## config.mk

```make
export PLATFORM = sky130hd
export DESIGN_NAME = qupls_div_arbiter_flat
export DESIGN_NICKNAME = d
export VERILOG_FILES = /design/src/rtl/qupls_div_arbiter_if.sv /design/src/rtl/qupls_div_arbiter.sv /design/src/flat_wrapper.sv
export SDC_FILE = /design/constraint.sdc
export NUM_CORES = 1
export LEC_CHECK = 0
export CAP_MARGIN = 10
export CORE_MARGIN = 2
export CORE_UTILIZATION = 45
export DETAILED_ROUTE_END_ITERATION = 7
export PLACE_DENSITY_LB_ADDON = 0.25
export SYNTH_ARGS = -nofsm -noshare
export SYNTH_HDL_FRONTEND = slang
export SYNTH_SLANG_ARGS = --single-unit
```

## constraint.sdc

```tcl
create_clock -name clk -period 13.4 [get_ports clk]
set_input_delay 2.01 -clock clk [delete_from_list [all_inputs] [get_ports clk]]
set_output_delay 2.01 -clock clk [all_outputs]
set_load 0.01 [all_outputs]
```

## src/rtl/qupls_div_arbiter_if.sv

```systemverilog
// Request/result bundle between the two ALU issue slots and the shared divider.
interface qupls_div_arbiter_if #(
    parameter int unsigned WID    = 64,
    parameter int unsigned RNDX_W = 5
);
    logic              req0;
    logic [RNDX_W-1:0] req0_rndx;
    logic [WID-1:0]    req0_a;
    logic [WID-1:0]    req0_b;
    logic              req0_sgn;

    logic              req1;
    logic [RNDX_W-1:0] req1_rndx;
    logic [WID-1:0]    req1_a;
    logic [WID-1:0]    req1_b;
    logic              req1_sgn;

    logic              flush;

    logic              gnt0;
    logic              gnt1;
    logic              busy;
    logic              done_v;
    logic              done_src;
    logic [RNDX_W-1:0] done_rndx;
    logic [WID-1:0]    done_q;
    logic [WID-1:0]    done_r;
    logic              done_dbz;

    // Requester / scheduler side
    modport master (
        output req0, req0_rndx, req0_a, req0_b, req0_sgn,
        output req1, req1_rndx, req1_a, req1_b, req1_sgn,
        output flush,
        input  gnt0, gnt1, busy,
        input  done_v, done_src, done_rndx, done_q, done_r, done_dbz
    );

    // Divider side
    modport slave (
        input  req0, req0_rndx, req0_a, req0_b, req0_sgn,
        input  req1, req1_rndx, req1_a, req1_b, req1_sgn,
        input  flush,
        output gnt0, gnt1, busy,
        output done_v, done_src, done_rndx, done_q, done_r, done_dbz
    );
endinterface

```

## src/rtl/qupls_div_arbiter.sv

```systemverilog
// Shared iterative radix-2 divider for two ALU slots: round-robin arbitration,
// restoring division on magnitudes, sign fix-up and ROB-tagged result.
module qupls_div_arbiter #(
    parameter int unsigned WID    = 64,
    parameter int unsigned RNDX_W = 5
) (
    input  logic              clk,
    input  logic              rst_n,
    qupls_div_arbiter_if.slave bus
);
    localparam int unsigned      CNT_W    = (WID > 1) ? $clog2(WID) : 1;
    localparam logic [CNT_W-1:0] LAST_CNT = CNT_W'(WID - 1);

    typedef enum logic [1:0] {
        IDLE = 2'd0,
        DIV  = 2'd1,
        FIX  = 2'd2
    } state_e;

    state_e            state_q, state_d;
    logic              rr_q, rr_d;
    logic [CNT_W-1:0]  cnt_q, cnt_d;
    logic              src_q, src_d;
    logic [RNDX_W-1:0] rndx_q, rndx_d;
    logic              negq_q, negq_d;
    logic              negr_q, negr_d;
    logic              dbz_q, dbz_d;
    logic [WID-1:0]    dvd_q, dvd_d;
    logic [WID-1:0]    dvs_q, dvs_d;
    logic [WID-1:0]    rem_q, rem_d;

    logic              done_v_q, done_v_d;
    logic              done_src_q, done_src_d;
    logic [RNDX_W-1:0] done_rndx_q, done_rndx_d;
    logic [WID-1:0]    done_quo_q, done_quo_d;
    logic [WID-1:0]    done_rem_q, done_rem_d;
    logic              done_dbz_q, done_dbz_d;

    logic              idle_c;
    logic              win0_c, win1_c;
    logic              gnt0_c, gnt1_c, any_gnt_c;

    logic [RNDX_W-1:0] sel_rndx_c;
    logic [WID-1:0]    sel_a_c, sel_b_c;
    logic              sel_sgn_c;
    logic [WID-1:0]    mag_a_c, mag_b_c;

    logic [WID:0]      rem_sh_c, diff_c;
    logic              qbit_c;
    logic [WID-1:0]    quo_fix_c, rem_fix_c;

    // Round-robin grant: sole requester wins, on contention the rr pointer decides
    assign idle_c    = (state_q == IDLE);
    assign win0_c    = bus.req0 & (~bus.req1 | ~rr_q);
    assign win1_c    = bus.req1 & (~bus.req0 |  rr_q);
    assign gnt0_c    = idle_c & ~bus.flush & win0_c;
    assign gnt1_c    = idle_c & ~bus.flush & win1_c;
    assign any_gnt_c = gnt0_c | gnt1_c;

    // Winning request operands and their magnitudes for the unsigned core
    assign sel_rndx_c = gnt1_c ? bus.req1_rndx : bus.req0_rndx;
    assign sel_a_c    = gnt1_c ? bus.req1_a    : bus.req0_a;
    assign sel_b_c    = gnt1_c ? bus.req1_b    : bus.req0_b;
    assign sel_sgn_c  = gnt1_c ? bus.req1_sgn  : bus.req0_sgn;
    assign mag_a_c    = (sel_sgn_c & sel_a_c[WID-1]) ? (~sel_a_c + WID'(1)) : sel_a_c;
    assign mag_b_c    = (sel_sgn_c & sel_b_c[WID-1]) ? (~sel_b_c + WID'(1)) : sel_b_c;

    // One restoring step: shift in next dividend bit, subtract divisor if no borrow
    assign rem_sh_c = {rem_q, dvd_q[WID-1]};
    assign diff_c   = rem_sh_c - {1'b0, dvs_q};
    assign qbit_c   = ~diff_c[WID];

    // Sign correction of the magnitude results
    assign quo_fix_c = negq_q ? (~dvd_q + WID'(1)) : dvd_q;
    assign rem_fix_c = negr_q ? (~rem_q + WID'(1)) : rem_q;

    // Next-state and datapath update
    always_comb begin
        state_d     = state_q;
        rr_d        = rr_q;
        cnt_d       = cnt_q;
        src_d       = src_q;
        rndx_d      = rndx_q;
        negq_d      = negq_q;
        negr_d      = negr_q;
        dbz_d       = dbz_q;
        dvd_d       = dvd_q;
        dvs_d       = dvs_q;
        rem_d       = rem_q;
        done_v_d    = 1'b0;
        done_src_d  = done_src_q;
        done_rndx_d = done_rndx_q;
        done_quo_d  = done_quo_q;
        done_rem_d  = done_rem_q;
        done_dbz_d  = done_dbz_q;

        unique case (state_q)
            IDLE: begin
                if (any_gnt_c) begin
                    rr_d   = gnt0_c;
                    src_d  = gnt1_c;
                    rndx_d = sel_rndx_c;
                    negq_d = sel_sgn_c & (sel_a_c[WID-1] ^ sel_b_c[WID-1]);
                    negr_d = sel_sgn_c & sel_a_c[WID-1];
                    dvs_d  = mag_b_c;
                    rem_d  = '0;
                    cnt_d  = '0;
                    if (sel_b_c == '0) begin
                        // Keep the raw dividend: it is the dbz remainder
                        dbz_d   = 1'b1;
                        dvd_d   = sel_a_c;
                        state_d = FIX;
                    end else begin
                        dbz_d   = 1'b0;
                        dvd_d   = mag_a_c;
                        state_d = DIV;
                    end
                end
            end
            DIV: begin
                rem_d = qbit_c ? diff_c[WID-1:0] : rem_sh_c[WID-1:0];
                dvd_d = {dvd_q[WID-2:0], qbit_c};
                cnt_d = cnt_q + CNT_W'(1);
                if (cnt_q == LAST_CNT) begin
                    state_d = FIX;
                end
            end
            FIX: begin
                state_d     = IDLE;
                done_v_d    = 1'b1;
                done_src_d  = src_q;
                done_rndx_d = rndx_q;
                done_dbz_d  = dbz_q;
                if (dbz_q) begin
                    done_quo_d = '1;
                    done_rem_d = dvd_q;
                end else begin
                    done_quo_d = quo_fix_c;
                    done_rem_d = rem_fix_c;
                end
            end
            default: begin
                state_d = IDLE;
            end
        endcase

        // Flush kills any op, including one on its result edge
        if (bus.flush) begin
            state_d     = IDLE;
            done_v_d    = 1'b0;
            done_src_d  = done_src_q;
            done_rndx_d = done_rndx_q;
            done_quo_d  = done_quo_q;
            done_rem_d  = done_rem_q;
            done_dbz_d  = done_dbz_q;
        end
    end

    // FSM state and arbitration pointer
    always_ff @(posedge clk or negedge rst_n) begin
        if (!rst_n) begin
            state_q <= IDLE;
            rr_q    <= 1'b0;
        end else begin
            state_q <= state_d;
            rr_q    <= rr_d;
        end
    end

    // Operation context and iteration registers
    always_ff @(posedge clk or negedge rst_n) begin
        if (!rst_n) begin
            cnt_q  <= '0;
            src_q  <= 1'b0;
            rndx_q <= '0;
            negq_q <= 1'b0;
            negr_q <= 1'b0;
            dbz_q  <= 1'b0;
            dvd_q  <= '0;
            dvs_q  <= '0;
            rem_q  <= '0;
        end else begin
            cnt_q  <= cnt_d;
            src_q  <= src_d;
            rndx_q <= rndx_d;
            negq_q <= negq_d;
            negr_q <= negr_d;
            dbz_q  <= dbz_d;
            dvd_q  <= dvd_d;
            dvs_q  <= dvs_d;
            rem_q  <= rem_d;
        end
    end

    // Result registers
    always_ff @(posedge clk or negedge rst_n) begin
        if (!rst_n) begin
            done_v_q    <= 1'b0;
            done_src_q  <= 1'b0;
            done_rndx_q <= '0;
            done_quo_q  <= '0;
            done_rem_q  <= '0;
            done_dbz_q  <= 1'b0;
        end else begin
            done_v_q    <= done_v_d;
            done_src_q  <= done_src_d;
            done_rndx_q <= done_rndx_d;
            done_quo_q  <= done_quo_d;
            done_rem_q  <= done_rem_d;
            done_dbz_q  <= done_dbz_d;
        end
    end

    assign bus.gnt0      = gnt0_c;
    assign bus.gnt1      = gnt1_c;
    assign bus.busy      = ~idle_c;
    assign bus.done_v    = done_v_q;
    assign bus.done_src  = done_src_q;
    assign bus.done_rndx = done_rndx_q;
    assign bus.done_q    = done_quo_q;
    assign bus.done_r    = done_rem_q;
    assign bus.done_dbz  = done_dbz_q;
endmodule

```

## src/flat_wrapper.sv

```systemverilog
// flat-port wrapper written by rule: the top's interface ports become plain ports
module qupls_div_arbiter_flat 
#(
    parameter int unsigned WID    = 64,
    parameter int unsigned RNDX_W = 5
)
  (clk, rst_n, bus_req0, bus_req0_rndx, bus_req0_a, bus_req0_b, bus_req0_sgn, bus_req1, bus_req1_rndx, bus_req1_a, bus_req1_b, bus_req1_sgn, bus_flush, bus_gnt0, bus_gnt1, bus_busy, bus_done_v, bus_done_src, bus_done_rndx, bus_done_q, bus_done_r, bus_done_dbz);
  qupls_div_arbiter_if #(.WID(WID), .RNDX_W(RNDX_W)) bus_i ();
  input  logic clk;
  input  logic rst_n;
  input wire logic [$bits(bus_i.req0)-1:0] bus_req0;
  input wire logic [$bits(bus_i.req0_rndx)-1:0] bus_req0_rndx;
  input wire logic [$bits(bus_i.req0_a)-1:0] bus_req0_a;
  input wire logic [$bits(bus_i.req0_b)-1:0] bus_req0_b;
  input wire logic [$bits(bus_i.req0_sgn)-1:0] bus_req0_sgn;
  input wire logic [$bits(bus_i.req1)-1:0] bus_req1;
  input wire logic [$bits(bus_i.req1_rndx)-1:0] bus_req1_rndx;
  input wire logic [$bits(bus_i.req1_a)-1:0] bus_req1_a;
  input wire logic [$bits(bus_i.req1_b)-1:0] bus_req1_b;
  input wire logic [$bits(bus_i.req1_sgn)-1:0] bus_req1_sgn;
  input wire logic [$bits(bus_i.flush)-1:0] bus_flush;
  output wire logic [$bits(bus_i.gnt0)-1:0] bus_gnt0;
  output wire logic [$bits(bus_i.gnt1)-1:0] bus_gnt1;
  output wire logic [$bits(bus_i.busy)-1:0] bus_busy;
  output wire logic [$bits(bus_i.done_v)-1:0] bus_done_v;
  output wire logic [$bits(bus_i.done_src)-1:0] bus_done_src;
  output wire logic [$bits(bus_i.done_rndx)-1:0] bus_done_rndx;
  output wire logic [$bits(bus_i.done_q)-1:0] bus_done_q;
  output wire logic [$bits(bus_i.done_r)-1:0] bus_done_r;
  output wire logic [$bits(bus_i.done_dbz)-1:0] bus_done_dbz;
  assign bus_i.req0 = bus_req0;
  assign bus_i.req0_rndx = bus_req0_rndx;
  assign bus_i.req0_a = bus_req0_a;
  assign bus_i.req0_b = bus_req0_b;
  assign bus_i.req0_sgn = bus_req0_sgn;
  assign bus_i.req1 = bus_req1;
  assign bus_i.req1_rndx = bus_req1_rndx;
  assign bus_i.req1_a = bus_req1_a;
  assign bus_i.req1_b = bus_req1_b;
  assign bus_i.req1_sgn = bus_req1_sgn;
  assign bus_i.flush = bus_flush;
  assign bus_gnt0 = bus_i.gnt0;
  assign bus_gnt1 = bus_i.gnt1;
  assign bus_busy = bus_i.busy;
  assign bus_done_v = bus_i.done_v;
  assign bus_done_src = bus_i.done_src;
  assign bus_done_rndx = bus_i.done_rndx;
  assign bus_done_q = bus_i.done_q;
  assign bus_done_r = bus_i.done_r;
  assign bus_done_dbz = bus_i.done_dbz;
  qupls_div_arbiter #(.WID(WID), .RNDX_W(RNDX_W)) u_core (.clk(clk), .rst_n(rst_n), .bus(bus_i));
endmodule
```

## Word level (Yosys, flattened, before mapping)

Index checks and enable logic that the tools add are counted.
Widths: inputs -> output; s select.

| word-level totals | value |
|---|---|
| register bits after elaboration | 346 |
| input bits | 273 |
| output and inout bits | 139 |
| logic and storage cells | 84 |

| cells by class | value |
|---|---|
| $add $sub $neg | 6 |
| equal/unequal tests | 6 |
| multiplexer cells | 26 |
| bitwise logic cells | 22 |
| reductions and logical operators | 7 |

Operators by type and width:

| operator | number |
|---|---|
| $mux 64 | 12 |
| $add 64x1->64 const B | 4 |
| $not 64->64 | 4 |
| $pmux 64 s2 | 2 |
| $sub 65x64->65 | 1 |
| $logic_not 64->1 | 1 |
| $pmux 6 s2 | 1 |
| $and 1x1->1 | 8 |
| $mux 2 | 4 |
| $reduce_and 2->1 | 4 |
| $add 6x1->6 const B | 1 |
| $eq 6x6->1 const B | 1 |
| $mux 6 | 1 |
| $not 1->1 | 6 |
| $mux 5 | 1 |
| $mux 1 | 4 |
| $pmux 2 s2 | 1 |
| $ne 3x2->1 const B | 1 |
| $ne 3x3->1 const B | 1 |
| $or 1x1->1 | 3 |
| $eq 2x1->1 const B | 1 |
| $eq 2x2->1 const B | 1 |
| $logic_not 2->1 | 1 |
| $ne 2x2->1 const B | 1 |
| other kinds (2) | 2 |

## Depth between registers and ports, before layout

Gate-level depths: netlist of run 1.

| logic depth | value |
|---|---|
| depth after elaboration | 11 |
| gate-level depth with buffers | 24 |
| gate-level depth less buffers | 15 |

## Worst setup path after synthesis of run 1

Ideal clock, no wire load.

| path | value |
|---|---|
| path type | input to register |
| start | in bus_req0 |
| end | reg u_core.dvd_q[45] |
| library setup time | 142 ps |
| arrival time | 6468 ps |
| required time | 13258 ps |
| slack | 6790 ps |
| stages on the path | 24 |
| path buffers | 10 |
| cell sequence | nand2b_1 -> nand3_2 -> buf_4 -> buf_6 -> buf_2 -> buf_2 -> clkbuf_1 -> buf_2 -> buf_2 -> buf_2 -> mux2i_1 -> ha_1 -> nand2b_1 -> nor3b_1 -> mux2i_1 -> nor3_2 -> nand4_1 -> nor4_2 -> or3_1 -> buf_2 -> buf_2 -> a31oi_1 -> xnor2_1 -> o221ai_1 |

| on the way | value |
|---|---|
| word-level cells in the longest chain between the ends | 11 |
| elaborated cells on any way between the ends | 20 |

Ends and longest elaborated chain:

| what | RTL line | RTL |
|---|---|---|
| start: declaration | flat_wrapper.sv:11 | `input wire logic [$bits(bus_i.req0)-1:0] bus_req0;` |
| $not 1->1 | qupls_div_arbiter.sv:55 | `assign win1_c = bus.req1 & (~bus.req0 \| rr_q);` |
| $or 1x1->1 | qupls_div_arbiter.sv:55 |  |
| $and 1x1->1 | qupls_div_arbiter.sv:55 |  |
| $and 1x1->1 | qupls_div_arbiter.sv:57 | `assign gnt1_c = idle_c & ~bus.flush & win1_c;` |
| $mux 64 | qupls_div_arbiter.sv:62 | `assign sel_a_c = gnt1_c ? bus.req1_a : bus.req0_a;` |
| $not 64->64 | qupls_div_arbiter.sv:65 | `assign mag_a_c = (sel_sgn_c & sel_a_c[WID-1]) ? (~sel_a_c + WID'(1)) : sel_a_c;` |
| $add 64x1->64 | qupls_div_arbiter.sv:65 |  |
| $mux 64 | qupls_div_arbiter.sv:65 |  |
| $mux 64 | qupls_div_arbiter.sv:108 | `if (sel_b_c == '0) begin` |
| $mux 64 | qupls_div_arbiter.sv:99 | `if (any_gnt_c) begin` |
| $pmux 64 s2 | qupls_div_arbiter.sv:97 | `unique case (state_q)` |
| end signal: assignment | qupls_div_arbiter.sv:189 | `dvd_q <= dvd_d;` |
| end: declaration | qupls_div_arbiter.sv:28 | `logic [WID-1:0] dvd_q, dvd_d;` |

Several ways; a longest one is shown, not always the timed one. The select of a mux whose other input is x is not followed.
A chain may end at the register's enable or synchronous reset.

## Worst setup path in the final report of run 1

| path | value |
|---|---|
| start | in bus_flush |
| end | out bus_gnt1 |

| on the way | value |
|---|---|
| word-level cells in the longest chain between the ends | 3 |

Ends and longest elaborated chain:

| what | RTL line | RTL |
|---|---|---|
| start: declaration | flat_wrapper.sv:21 | `input wire logic [$bits(bus_i.flush)-1:0] bus_flush;` |
| $not 1->1 (no source line) | -- |  |
| $and 1x1->1 (2 in series) | qupls_div_arbiter.sv:57 |  |
| end: declaration | flat_wrapper.sv:23 | `output wire logic [$bits(bus_i.gnt1)-1:0] bus_gnt1;` |

No other way between the ends.

==> impl_metrics.env, run 1 <==
export IMPL_ys_ff_latch=346
export IMPL_path_max_fanout=61
export IMPL_grt_usage=0.3272
export IMPL_drtAntennaViolNets=0
export IMPL_fin_tns_setup_ns=0
export IMPL_cp_top_family="buffers and inverters"
export IMPL_hold_class="flop to flop"
export IMPL_run_status="complete, no violations"
export IMPL_drt_wl_total_mm=103.2
export IMPL_area_delta_synth_final_pct=22.40
export IMPL_maxSlewViolCount=0
export IMPL_grt_max_degree=99
export IMPL_met1_usage=0.4723
export IMPL_drive_gt1_frac=0.04725
export IMPL_postLayoutCellArea_um2=32700
export IMPL_fp_dieH_um=247.6
export IMPL_grt_busiest_layer="met2"
export IMPL_via_count=27170
export IMPL_cts_tree="yes"
export IMPL_power_density_nw_per_um2=192.5
export IMPL_fin_skew_ns=0.04230
export IMPL_syn_avg_cell_area_um2=8.055
export IMPL_met3_usage=0.05396
export IMPL_start_util=0.4535
export IMPL_synth_nets=3659
export IMPL_power_leakage_uw=0.01403
export IMPL_timing_fmax_mhz=123.7
export IMPL_dieWidth_um=247.6
export IMPL_cpMaxStageDelayCell="nand3_4"
export IMPL_grt_pass1_wl_mm=153.3
export IMPL_setup_viol=0
export IMPL_grt_overflow_total=0
export IMPL_yosys_warnings=0
export IMPL_hpwl_mm=79.20
export IMPL_synth_top_flop_cell="dfrtp_1"
export IMPL_relSlewSlack=0.2700
export IMPL_finalCritPeriodShare=0.6034
export IMPL_dieArea_um2=61330
export IMPL_worst_path_buf_inv=5
export IMPL_min_delay_start="u_core.rndx_q[2]"
export IMPL_reg2reg_from="u_core.state_q[0]"
export IMPL_cp_start_kind="primary input"
export IMPL_clk_latency_ns=0.61
export IMPL_synthCells=3316
export IMPL_ir_drop_mv=0.1483
export IMPL_grt_pass1_vias=24920
export IMPL_drcViolationCount=0
export IMPL_root_buffer="clkbuf_16"
export IMPL_post_cts_buffers=0
export IMPL_nNetsFinal=3928
export IMPL_multiInputGateArea_um2=16900
export IMPL_htreeDepth=2
export IMPL_place_area_um2=31210
export IMPL_async_flop_share=1.000
export IMPL_tightest_slew_ns=1.095
export IMPL_hold_violations=0
export IMPL_clkTransAtPathRegs_ns=0.06
export IMPL_period_needed_ns=8.086
export IMPL_cts_buffers=42
export IMPL_rsz0062_at_grt="false"
export IMPL_path_cells="clkdlybuf4s50_1 > nor3_4 > nand3_4 > buf_4 > clkinv_2 > buf_4 > clkdlybuf4s50_1"
export IMPL_drv_cap=0
export IMPL_gp_congestion=0.9962
export IMPL_cts_sinks=346
export IMPL_worst_setup_path_type="primary input to output port"
export IMPL_fillCellCount=5514
export IMPL_yosysUniqueCellTypes=91
export IMPL_crit_path_start="bus_flush"
export IMPL_seq_area_um2=8665
export IMPL_avgRoutedWirePerCell_um=23.49
export IMPL_drt_pass1_iter_count=7
export IMPL_cts_buffer_depth=3
export IMPL_detail_route_vias_per_cell=6.182
export IMPL_cp_arrival_ns=6.08
export IMPL_post_cts_resized=0
export IMPL_ys_seq_area_frac=0.3241
export IMPL_coreArea_um2=58910
export IMPL_port_buffers=411
export IMPL_io_pins=412
export IMPL_syn_area_um2=26710
export IMPL_std_cell_rows=89
export IMPL_grt_use_met2=0.4993
export IMPL_grt_antenna_before_repair=7
export IMPL_required_ns=11.39
export IMPL_holdBufCountCts=0
export IMPL_drt_initial_drc_count=3334
export IMPL_crit_path_end_kind="output port"
export IMPL_crit_path_max_incr_delay_ns=0.66
export IMPL_synth_edf_count=0
cell usage in the layout, fill, tap and decap left out, types with 32 or more instances in the layout:
cell type and n:
nor2_1 256, xor2_1 216, or3_1 70, mux2i_1 121
xnor2_1 159, o31ai_1 58, nand3_1 108, dfrtp_1 343
clkdlybuf4s50_1 410, clkbuf_16 42, o21ai_0 288, a31oi_1 36
and3_1 47, o221ai_1 38, a21o_1 35, nor3_1 101
a21oi_1 284, inv_1 90, nand2_1 350, o211ai_1 32
ha_1 69
final timing paths:
path	slack, ns	cells after the start	to
max	5.31	7	bus_gnt1
min	0.47	2	u_core.bus.done_rndx[2]
max reg2reg	7.32	14	u_core.dvd_q[59]
min reg2reg	0.47	2	u_core.bus.done_rndx[2]
max in group asynchronous	9.78	3	u_core.bus.done_q[3]
min in group asynchronous	1.45	1	u_core.rem_q[61]
state kept, by name, indices dropped and copies added (netlist names):
signal / flops
u_core.rem_q: 64
u_core.bus.done_r: 64
u_core.bus.done_dbz: 1
u_core.bus.done_src: 1
u_core.src_q: 1
u_core.cnt_q: 6
u_core.rr_q: 1
u_core.negr_q: 1
u_core.bus.done_rndx: 5
u_core.dbz_q: 1
u_core.negq_q: 1
u_core.rndx_q: 5
u_core.dvs_q: 64
u_core.bus.done_q: 64
u_core.bus.done_v: 1
u_core.dvd_q: 64
u_core.state_q: 2
per-stage QoR:
step / std cells / hold slack (ns) / util / power, µW / setup slack, ns
2_1_floorplan: 3316 / 0.4386 / - / 3896 / 6.790
6_report: 4394 / 0.4666 / 0.5550 / 6294 / 5.314
3_5_place_dp: 4314 / 0.4523 / 0.5299 / 4968 / 5.460
5_1_grt: 4393 / 0.5016 / 0.5550 / 6649 / 5.194
3_3_place_gp: 4314 / 0.4484 / 0.5299 / 4945 / 5.497
4_1_cts: 4392 / 0.4658 / 0.5549 / 6214 / 5.458
cell families (layout without fill, tap and decap cells):
group                    count (synthesis)  in the layout  share of synthesized area
buffers and inverters                  307            610                    0.04553
AND/OR/NAND/NOR                       1140           1140                     0.2085
multiplexers                           126            126                    0.04754
flip-flops                             346            346                     0.3241
other                                    0              2                          0
XOR/XNOR                               376            376                     0.1233
adder cells (fa/ha/maj)                 70             70                    0.03307
AO/OA/AOI/OAI                          951            951                     0.2179
area by class of cell:
type / instances / share of cell area
antenna: 2 / 0.0001531
clock buffer: 60 / 0.03636
clock inverter: 18 / 0.008802
inverter: 93 / 0.01072
multi-input combinational: 2663 / 0.5170
sequential: 346 / 0.2650
tap: 773 / 0.02958
timing repair buffer: 439 / 0.1324
cell usage after synthesis, types with 5 or more instances:
cell	count	area, µm²
nand4_1	29	181.4
a31oi_1	36	225.2
nand2b_1	21	131.4
clkbuf_1	155	581.8
o21a_1	10	75.07
and2_1	12	75.07
o31ai_1	58	435.4
mux2i_1	121	1211
o21bai_1	13	97.59
nor2b_1	16	100.1
nor3_1	102	510.5
o31a_1	7	61.31
ha_1	69	863.3
nor4_1	30	187.7
inv_1	90	337.8
a41oi_1	5	43.79
nor2_1	260	975.9
a21o_1	35	262.8
dfrtp_1	346	8658
nor3b_1	7	52.55
xor2_1	216	1892
or4_1	30	225.2
a22oi_1	30	225.2
o221ai_1	38	332.8
nand2_1	351	1318
o21ai_0	288	1441
or4_4	5	56.30
o21ai_1	30	150.1
o211ai_1	32	240.2
a211oi_1	6	45.04
xnor2_1	160	1401
a21oi_1	284	1421
a221oi_1	5	43.79
a32oi_1	5	43.79
o41ai_1	21	183.9
a21boi_0	6	45.04
nand3_1	109	545.5
buf_1	19	71.32
buf_2	36	180.2
or2_2	11	68.82
or3_1	70	437.9
and3_1	47	294.0
where the power goes:
part / internal (µW) / switching [µW] / total (µW)
Combinational: 1280 / 1890 / 3170
Clock: 739 / 498 / 1240
Sequential: 1290 / 601 / 1890
Total: 3310 / 2990 / 6290
routing by layer:
layer	vias up	routed length (µm)	share of wire
met1	13070	44310	0.43
met3	183	10100	0.098
li1	12460	-	-
met4	0	3298	0.032
met5	-	0	0
met2	1452	45510	0.44
tightest hold or removal path: cells and delay by family, from the launching register on:
kind             cells  cell delay (ns)
flip-flops           1             0.34
AND/OR/NAND/NOR      2             0.10
Power figures use the tool's default switching activity.
==> inputs of run 2 (changes only) <==
- clock period: 13.4 -> 7.3 ns (I/O delays scaled with it)
==> impl_metrics.env, run 2 (synthesis gave the netlist of run 1 again) <==
export IMPL_grt_usage=0.3326
export IMPL_post_cts_resized=0
export IMPL_area_delta_synth_final_pct=22.66
export IMPL_setup_viol=0
export IMPL_required_ns=7.78
export IMPL_rsz0062_at_grt="false"
export IMPL_grt_max_degree=125
export IMPL_cts_buffer_depth=3
export IMPL_grt_use_met2=0.5009
export IMPL_run_status="complete, no violations"
export IMPL_std_cell_rows=89
export IMPL_tightest_slew_ns=1.122
export IMPL_ir_drop_mv=0.2084
export IMPL_path_max_fanout=38
export IMPL_grt_antenna_before_repair=7
export IMPL_met1_usage=0.4782
export IMPL_detail_route_vias_per_cell=6.136
export IMPL_cp_arrival_ns=6.29
export IMPL_drtAntennaViolNets=0
export IMPL_postLayoutCellArea_um2=32770
export IMPL_grt_busiest_layer="met2"
export IMPL_io_pins=412
export IMPL_relSlewSlack=0.2509
export IMPL_hold_class="flop to flop"
export IMPL_drt_wl_total_mm=104.3
export IMPL_nNetsFinal=3932
export IMPL_clk_latency_ns=0.61
export IMPL_drt_pass1_iter_count=6
export IMPL_grt_overflow_total=0
export IMPL_avgRoutedWirePerCell_um=23.71
export IMPL_grt_pass1_vias=24960
export IMPL_start_util=0.4535
export IMPL_cts_buffers=42
export IMPL_power_leakage_uw=0.01408
export IMPL_drcViolationCount=0
export IMPL_fin_tns_setup_ns=0
export IMPL_cp_start_kind="primary input"
export IMPL_layout_commonest_cell="clkdlybuf4s50_1"
export IMPL_root_buffer="clkbuf_16"
export IMPL_crit_path_end_kind="flop"
export IMPL_coreArea_um2=58910
export IMPL_timing_fmax_mhz=172.0
export IMPL_fp_dieH_um=247.6
export IMPL_port_buffers=411
export IMPL_finalCritPeriodShare=0.7963
export IMPL_layout_common_cells="clkdlybuf4s50_1 (410), nand2_1 (350), dfrtp_1 (343)"
export IMPL_cts_sinks=346
export IMPL_fin_skew_ns=0.03373
export IMPL_htreeDepth=2
export IMPL_hpwl_mm=79.78
export IMPL_met3_usage=0.06726
export IMPL_hold_violations=0
export IMPL_drive_gt1_frac=0.04887
export IMPL_drt_initial_drc_count=2958
export IMPL_place_area_um2=31290
export IMPL_hold_ws_ns=0.4678
export IMPL_period_needed_ns=5.813
export IMPL_clkTransAtPathRegs_ns=0.06
export IMPL_dieArea_um2=61330
export IMPL_gp_congestion=0.9665
export IMPL_dieWidth_um=247.6
export IMPL_post_cts_buffers=0
export IMPL_grt_pass1_wl_mm=155.6
export IMPL_holdBufCountCts=0
export IMPL_worst_setup_path_type="primary input to flop"
export IMPL_maxSlewViolCount=0
export IMPL_drv_cap=0
export IMPL_power_density_nw_per_um2=353.0
export IMPL_via_count=27000
export IMPL_cts_tree="yes"
[run 2: worst paths after layout]
check,to,slack [ns],cells after the start,from
max,u_core.dvd_q[35],1.49,17,bus_flush
min,u_core.bus.done_rndx[3],0.47,2,u_core.rndx_q[3]
max reg2reg,u_core.dvd_q[35],1.92,16,u_core.state_q[0]
min reg2reg,u_core.bus.done_rndx[3],0.47,2,u_core.rndx_q[3]
max in group asynchronous,u_core.bus.done_q[0],5.51,2,rst_n
min in group asynchronous,u_core.rem_q[56],0.58,1,rst_n
[run 2: routing by layer]
| metal | routed length, µm | share of wire | vias up |
|---|---|---|---|
| met1 | 44620 | 0.43 | 12980 |
| li1 | - | - | 12480 |
| met2 | 45790 | 0.44 | 1366 |
| met4 | 3426 | 0.033 | 0 |
| met3 | 10490 | 0.10 | 179 |
| met5 | 0 | 0 | - |
[run 2: cell type report]
| class | instances | area, µm² |
|---|---|---|
| repair buffers | 443 | 4409 |
| diodes | 5 | 12.51 |
| fillers | 5528 | 26140 |
| flip-flops and latches | 346 | 8665 |
| inverters | 93 | 350.3 |
| well taps | 773 | 967.2 |
| clock buffers | 57 | 1177 |
| multi-input cells | 2663 | 16900 |
| clock inverters | 20 | 281.5 |
[run 2: power by group]
| group | internal [µW] | switching [µW] | total, µW |
|---|---|---|---|
| sequential | 2360 | 1100 | 3460 |
| combinational | 2360 | 3490 | 5860 |
| clock | 1320 | 930 | 2250 |
[run 2: per-stage QoR]
stage / instances / util / power, µW / worst slack (ns)
after floorplan: 3316 / - / 7152 / 1.605
after global placement: 4318 / 0.5312 / 9111 / 1.229
after detailed placement: 4318 / 0.5312 / 9144 / 1.047
after CTS: 4395 / 0.5560 / 11410 / 1.653
after global routing: 4397 / 0.5561 / 12260 / 1.143
final: 4400 / 0.5562 / 11570 / 1.487
[run 2: worst max-delay path, cell delays in order]
cell,delay (ns)
clkdlybuf4s50_1,0.51
nor3_4,0.36
nand3_4,0.54
mux2i_1,0.38
ha_1,0.28
nand2b_1,0.11
nor3b_1,0.20
mux2i_1,0.20
nor3_2,0.37
nand4_1,0.35
nor4_2,0.62
or3_1,0.18
buf_4,0.39
nor2_1,0.15
xor2_1,0.17
a22oi_1,0.22
nand3_1,0.10
